$ cat config.mk
export PLATFORM = sky130hd
export DESIGN_NAME = fb_rect_fill
export DESIGN_NICKNAME = d
export VERILOG_FILES = /design/src/rtl/fb_pkg.sv /design/src/rtl/fb_clip.sv /design/src/rtl/fb_rect_fill.sv
export SDC_FILE = /design/constraint.sdc
export NUM_CORES = 1
export LEC_CHECK = 0
export ABC_AREA = 1
export CORE_ASPECT_RATIO = 0.5
export CORE_MARGIN = 1
export CORE_UTILIZATION = 55
export CTS_CLUSTER_SIZE = 10
export DETAILED_ROUTE_END_ITERATION = 16
export DONT_BUFFER_PORTS = 1
export PLACE_DENSITY = 0.71
export SKIP_LAST_GASP = 1
export SLEW_MARGIN = 15
export SYNTH_ARGS = -nofsm -noshare
export SYNTH_HDL_FRONTEND = slang
export SYNTH_SLANG_ARGS = --single-unit
$ cat constraint.sdc
create_clock -name clock -period 3.2 [get_ports clock]
set_input_delay 0.8 -clock clock [delete_from_list [all_inputs] [get_ports clock]]
set_output_delay 0.8 -clock clock [all_outputs]
set_load 0.05 [all_outputs]
$ cat src/rtl/fb_pkg.sv
// Shared types and defaults for the framebuffer rectangle-fill engine.
package fb_pkg;

    localparam int FB_WIDTH  = 128;
    localparam int FB_HEIGHT = 96;

    typedef struct packed {
        logic [2:0] r;
        logic [2:0] g;
        logic [2:0] b;
    } pixel_t;

    typedef enum logic [1:0] {
        S_IDLE  = 2'd0,
        S_SETUP = 2'd1,
        S_FILL  = 2'd2,
        S_DONE  = 2'd3
    } fill_state_t;

endpackage

$ cat src/rtl/fb_clip.sv
// Clips a rectangle's extents to the visible framebuffer area.
// Only instantiated when FB_FILL_CLIP_EN is defined.
module fb_clip #(
    parameter int WIDTH  = 128,
    parameter int HEIGHT = 96,
    parameter int XW     = 8,
    parameter int YW     = 8
) (
    input  logic [XW-1:0] x0,
    input  logic [XW-1:0] w,
    input  logic [YW-1:0] y0,
    input  logic [YW-1:0] h,
    output logic [XW-1:0] ext_w,
    output logic [YW-1:0] ext_h
);

    logic [XW:0] x_end;
    logic [XW:0] x_lim;
    logic [YW:0] y_end;
    logic [YW:0] y_lim;

    // Sums are one bit wider than the operands so the far edge never wraps.
    always_comb begin
        x_end = {1'b0, x0} + {1'b0, w};
        x_lim = (x_end > (XW+1)'(WIDTH)) ? (XW+1)'(WIDTH) : x_end;
        ext_w = '0;
        if ({1'b0, x0} < (XW+1)'(WIDTH))
            ext_w = XW'(x_lim - {1'b0, x0});

        y_end = {1'b0, y0} + {1'b0, h};
        y_lim = (y_end > (YW+1)'(HEIGHT)) ? (YW+1)'(HEIGHT) : y_end;
        ext_h = '0;
        if ({1'b0, y0} < (YW+1)'(HEIGHT))
            ext_h = YW'(y_lim - {1'b0, y0});
    end

endmodule

$ cat src/rtl/fb_rect_fill.sv
// Rectangle-fill engine: writes a solid colour into the framebuffer in raster order.
// Optional FB_FILL_CLIP_EN clips to the screen; otherwise off-screen commands are rejected.
module fb_rect_fill
    import fb_pkg::*;
#(
    parameter int WIDTH  = FB_WIDTH,
    parameter int HEIGHT = FB_HEIGHT,
    parameter int DATA_W = 9,
    parameter int ADDR_W = $clog2(WIDTH*HEIGHT),
    localparam int XW    = $clog2(WIDTH) + 1,
    localparam int YW    = $clog2(HEIGHT) + 1
) (
    input  logic              clock,
    input  logic              reset_n,
    input  logic              cmd_valid,
    output logic              cmd_ready,
    input  logic [XW-1:0]     cmd_x0,
    input  logic [XW-1:0]     cmd_w,
    input  logic [YW-1:0]     cmd_y0,
    input  logic [YW-1:0]     cmd_h,
    input  logic [DATA_W-1:0] cmd_color,
    output logic [ADDR_W-1:0] address,
    output logic [DATA_W-1:0] data,
    output logic              wren,
    input  logic              grant,
    output logic              busy,
    output logic              done,
    output logic              err,
    output logic [1:0]        state_dbg
);

    // Handshakes: a command transfers on a rising edge where cmd_valid && cmd_ready;
    // a pixel write transfers on a rising edge where wren && grant, and
    // address/data/wren stay frozen until that happens.

    fill_state_t       state;
    logic [XW-1:0]     x0_q, w_q, xcnt, eff_w, ext_w;
    logic [YW-1:0]     y0_q, h_q, ycnt, eff_h, ext_h;
    logic [DATA_W-1:0] color_q;
    logic [ADDR_W-1:0] row_base;
    logic [ADDR_W-1:0] base;
    logic              reject;
    logic              last_col, last_row;

    assign state_dbg = state;

    // y*WIDTH + x as a sum of shifted copies of y, one per set bit of WIDTH.
    function automatic logic [ADDR_W-1:0] row_start(input logic [YW-1:0] y,
                                                    input logic [XW-1:0] x);
        logic [ADDR_W-1:0] acc;
        acc = ADDR_W'(x);
        for (int i = 0; i < 32; i++) begin
            if (((WIDTH >> i) & 1) != 0)
                acc = acc + (ADDR_W'(y) << i);
        end
        return acc;
    endfunction

    assign base = row_start(y0_q, x0_q);

`ifdef FB_FILL_CLIP_EN
    fb_clip #(
        .WIDTH  (WIDTH),
        .HEIGHT (HEIGHT),
        .XW     (XW),
        .YW     (YW)
    ) u_clip (
        .x0     (x0_q),
        .w      (w_q),
        .y0     (y0_q),
        .h      (h_q),
        .ext_w  (ext_w),
        .ext_h  (ext_h)
    );
    assign reject = 1'b0;
`else
    assign ext_w  = w_q;
    assign ext_h  = h_q;
    assign reject = (({1'b0, x0_q} + {1'b0, w_q}) > (XW+1)'(WIDTH)) ||
                    (({1'b0, y0_q} + {1'b0, h_q}) > (YW+1)'(HEIGHT));
`endif

    assign last_col = (({1'b0, xcnt} + (XW+1)'(1)) == {1'b0, eff_w});
    assign last_row = (({1'b0, ycnt} + (YW+1)'(1)) == {1'b0, eff_h});

    always_ff @(posedge clock or negedge reset_n) begin
        if (!reset_n) begin
            state     <= S_IDLE;
            cmd_ready <= 1'b1;
            busy      <= 1'b0;
            done      <= 1'b0;
            err       <= 1'b0;
            wren      <= 1'b0;
            address   <= '0;
            data      <= '0;
            x0_q      <= '0;
            w_q       <= '0;
            y0_q      <= '0;
            h_q       <= '0;
            color_q   <= '0;
            xcnt      <= '0;
            ycnt      <= '0;
            eff_w     <= '0;
            eff_h     <= '0;
            row_base  <= '0;
        end else begin
            case (state)
                S_IDLE: begin
                    if (cmd_valid) begin
                        x0_q      <= cmd_x0;
                        w_q       <= cmd_w;
                        y0_q      <= cmd_y0;
                        h_q       <= cmd_h;
                        color_q   <= cmd_color;
                        cmd_ready <= 1'b0;
                        busy      <= 1'b1;
                        state     <= S_SETUP;
                    end
                end
                S_SETUP: begin
                    xcnt     <= '0;
                    ycnt     <= '0;
                    eff_w    <= ext_w;
                    eff_h    <= ext_h;
                    row_base <= base;
                    address  <= base;
                    data     <= color_q;
                    if (reject || ext_w == '0 || ext_h == '0) begin
                        done  <= 1'b1;
                        err   <= reject;
                        state <= S_DONE;
                    end else begin
                        wren  <= 1'b1;
                        state <= S_FILL;
                    end
                end
                S_FILL: begin
                    if (grant) begin
                        if (last_col && last_row) begin
                            wren  <= 1'b0;
                            done  <= 1'b1;
                            state <= S_DONE;
                        end else if (last_col) begin
                            xcnt     <= '0;
                            ycnt     <= ycnt + 1'b1;
                            row_base <= row_base + ADDR_W'(WIDTH);
                            address  <= row_base + ADDR_W'(WIDTH);
                        end else begin
                            xcnt    <= xcnt + 1'b1;
                            address <= address + 1'b1;
                        end
                    end
                end
                S_DONE: begin
                    done      <= 1'b0;
                    err       <= 1'b0;
                    busy      <= 1'b0;
                    cmd_ready <= 1'b1;
                    state     <= S_IDLE;
                end
                default: state <= S_IDLE;
            endcase
        end
    end

endmodule

==> results.sh <==
export IMPL_path_max_fanout=28
export IMPL_globalRoute_totalOverflow=0
export IMPL_ys_seq_area_share_pct=43.2
export IMPL_post_route_period_util_pct=84.5
export IMPL_dr_first_iter_drc_count=457
export IMPL_syn_area_mm2=0.00677
export IMPL_fp_dieH_um=80.5
export IMPL_slowest_stage="dfrtp_1"
export IMPL_clockRootBuffer="clkbuf_16"
export IMPL_crit_path_cell_trace="ha_1, nand2_2, nor2_2, nand3_1, nand3_1, nand2_1, nor2_4, nand3_4, nor2_8, nand2_4, nand2_4, nand2_2, nand2_1, nand2_1"
export IMPL_cpPeakStageDelay_ns=0.44
export IMPL_regArea_mm2=0.00293
export IMPL_routed_via_density=5.36
export IMPL_wire_per_inst_um=15.4
export IMPL_fin_total_pwr_mw=8.52
export IMPL_die_w_um=159
export IMPL_vias=5865
export IMPL_avgSynthCellArea_um2=7.41
export IMPL_yosys_warnings=0
export IMPL_post_cts_buffers=0
export IMPL_cp_required_ns=3.50
export IMPL_drv_slew=0
export IMPL_drt_pass1_iterations=5
export IMPL_path_clk_slew_ns=0.06
export IMPL_cts_repair_resized=0
export IMPL_cp_end_kind="register"
export IMPL_final_setup_skew_ns=0.00677
export IMPL_synth_top_flop_cell="dfrtp_1"
export IMPL_fp_coreArea_mm2=0.0119
export IMPL_final_area_mm2=0.00749
export IMPL_htreeDepth=4
export IMPL_crit_path_start="xcnt[0]"
export IMPL_numClockSinks=117
export IMPL_place_congestion=0.963
export IMPL_netlist_area_leader_share_pct=42.9
export IMPL_drive_above_1_share_pct=7.86
export IMPL_diodes=0
export IMPL_synthArstFlopShare_pct=100
export IMPL_cts_tree="yes"
export IMPL_clockBufferDepth=2
export IMPL_powerDensity_mw_per_mm2=1140
export IMPL_rows=28
export IMPL_antenna_found_initial=0
export IMPL_crit_arrival_ns=3.01
export IMPL_hold_viol_final=0
export IMPL_yosys_area_top_type="dfrtp_1"
export IMPL_final_cell_mix="nand2_1, dfrtp_1, inv_1, nand3_1, o21ai_0"
export IMPL_ioPinCount=75
export IMPL_whs_ns=0.0771
export IMPL_cp_num_buf_inv=0
export IMPL_syn_nets=988
export IMPL_cap_violations=0
export IMPL_fin_setup_tns_ns=0
export IMPL_nNetsFinal=991
export IMPL_ys_seq_elements=117
export IMPL_drt_total_wl_um=16800
export IMPL_ant_nets=0
export IMPL_io_buffers=0
export IMPL_rsz0062_at_grt="no"
export IMPL_finalSetupViolCount=0
export IMPL_pre_cts_ws_ns=0.522
export IMPL_tightest_slew_ns=0.779
export IMPL_fmax_ghz=0.370
export IMPL_ctsHoldBuffers=0
export IMPL_vdd_ir_drop_worst_uv=581
export IMPL_syn_inst=914
export IMPL_final_common_cell="nand2_1"
export IMPL_dpl_cell_area_mm2=0.00693
export IMPL_grt_pass1_wl_um=27500
export IMPL_start_kind="register"
export IMPL_power_leakage_nw=3.88
export IMPL_drc_errors=0
export IMPL_status="finished clean"
export IMPL_min_period_ns=2.70
export IMPL_numCtsBuffers=17
export IMPL_start_util_pct=56.9
export IMPL_r2r_start="xcnt[0]"
export IMPL_synth_edff_count=0
export IMPL_maxSlewHeadroom_pct=48.0
export IMPL_layout_setup_ws_ns=0.496
export IMPL_crit_top_cell="nand2_1"
export IMPL_crit_family="simple AND/OR/NAND/NOR gates"
export IMPL_grt_pass1_vias=5494
export IMPL_fillCellCount=1044
export IMPL_critical_path_class="register to register"
export IMPL_track_usage_pct=28.1
export IMPL_grt_max_degree=118
export IMPL_area_delta_synth_final_pct=10.6
export IMPL_yosysUniqueCellTypes=38
export IMPL_synth_area_leaders="dfrtp_1, nand2_1, nand3_1"
export IMPL_insertion_delay_ns=0.42
export IMPL_multi_input_area_mm2=0.00338
export IMPL_hold_path_class="primary input to async pin"
export IMPL_dieArea_mm2=0.0128
export IMPL_dp_hpwl_um=12000
==> cell usage after synthesis, drive strengths merged, types with 8 or more instances <==
library cell,n
a21oi,12
buf,8
dfrtp,116
clkbuf,20
o21ai,67
ha,27
nand2,396
nand4,14
xor2,14
nand3,86
inv,87
nor2,32
==> layer usage <==
| layer | part of all wire, % | GRT usage, % |
|---|---|---|
| met2 | 42 | 42.7 |
| met4 | 1.3 | 10.3 |
| met5 | 0 | 0 |
| met1 | 47 | 37.7 |
| met3 | 9.2 | 8.94 |
==> registers in the layout, summed over array words and instances, names as in the netlist, 8 cells and up <==
register / flops
address: 14
row_base: 14
eff_h: 8
xcnt: 8
ext_h: 8
ext_w: 8
y0_q: 8
ycnt: 8
eff_w: 8
data: 9
color_q: 9
x0_q: 8
==> per-stage QoR <==
stage / cells / utilization [%]
6_report: 1094 / 62.9
5_1_grt: 1094 / 62.9
3_5_place_dp: 1063 / 58.2
3_3_place_gp: 1063 / 58.2
2_1_floorplan: 914 / -
4_1_cts: 1094 / 62.9
==> layout make-up <==
class	count	share of cell area (%)
multi-input combinational	682	45.1
clock buffer	18	5.73
sequential	117	39.1
inverter	87	4.36
timing repair buffer	12	1.20
clock inverter	13	1.80
tap	165	2.76
==> report_power, final <==
group / internal, mW / total (mW) / switching (mW)
Sequential: 2.07 / 3.13 / 1.06
Combinational: 1.24 / 3.54 / 2.30
Clock: 1.14 / 1.84 / 0.707
==> final timing paths <==
kind / cells after the start / endpoint / slack (ns)
max: 14 / address[7] / 0.50
min: 0 / ycnt[7] / 0.08
max reg2reg: 14 / address[7] / 0.50
min reg2reg: 2 / data[7] / 0.47
max in group asynchronous: 0 / cmd_ready / 2.83
min in group clock: 2 / data[7] / 0.47
==> kinds of logic (layout without fill, tap and decap cells) <==
group | after synthesis | after routing | share of synthesized area [%]
simple gates | 544 | 544 | 34.3
compound gates | 88 | 88 | 7.24
buf+inv | 115 | 130 | 6.93
flops | 117 | 117 | 43.2
xor+xnor | 21 | 21 | 2.72
fa+ha+maj | 29 | 29 | 5.58
No activity file was read; power rests on OpenSTA's default activity.
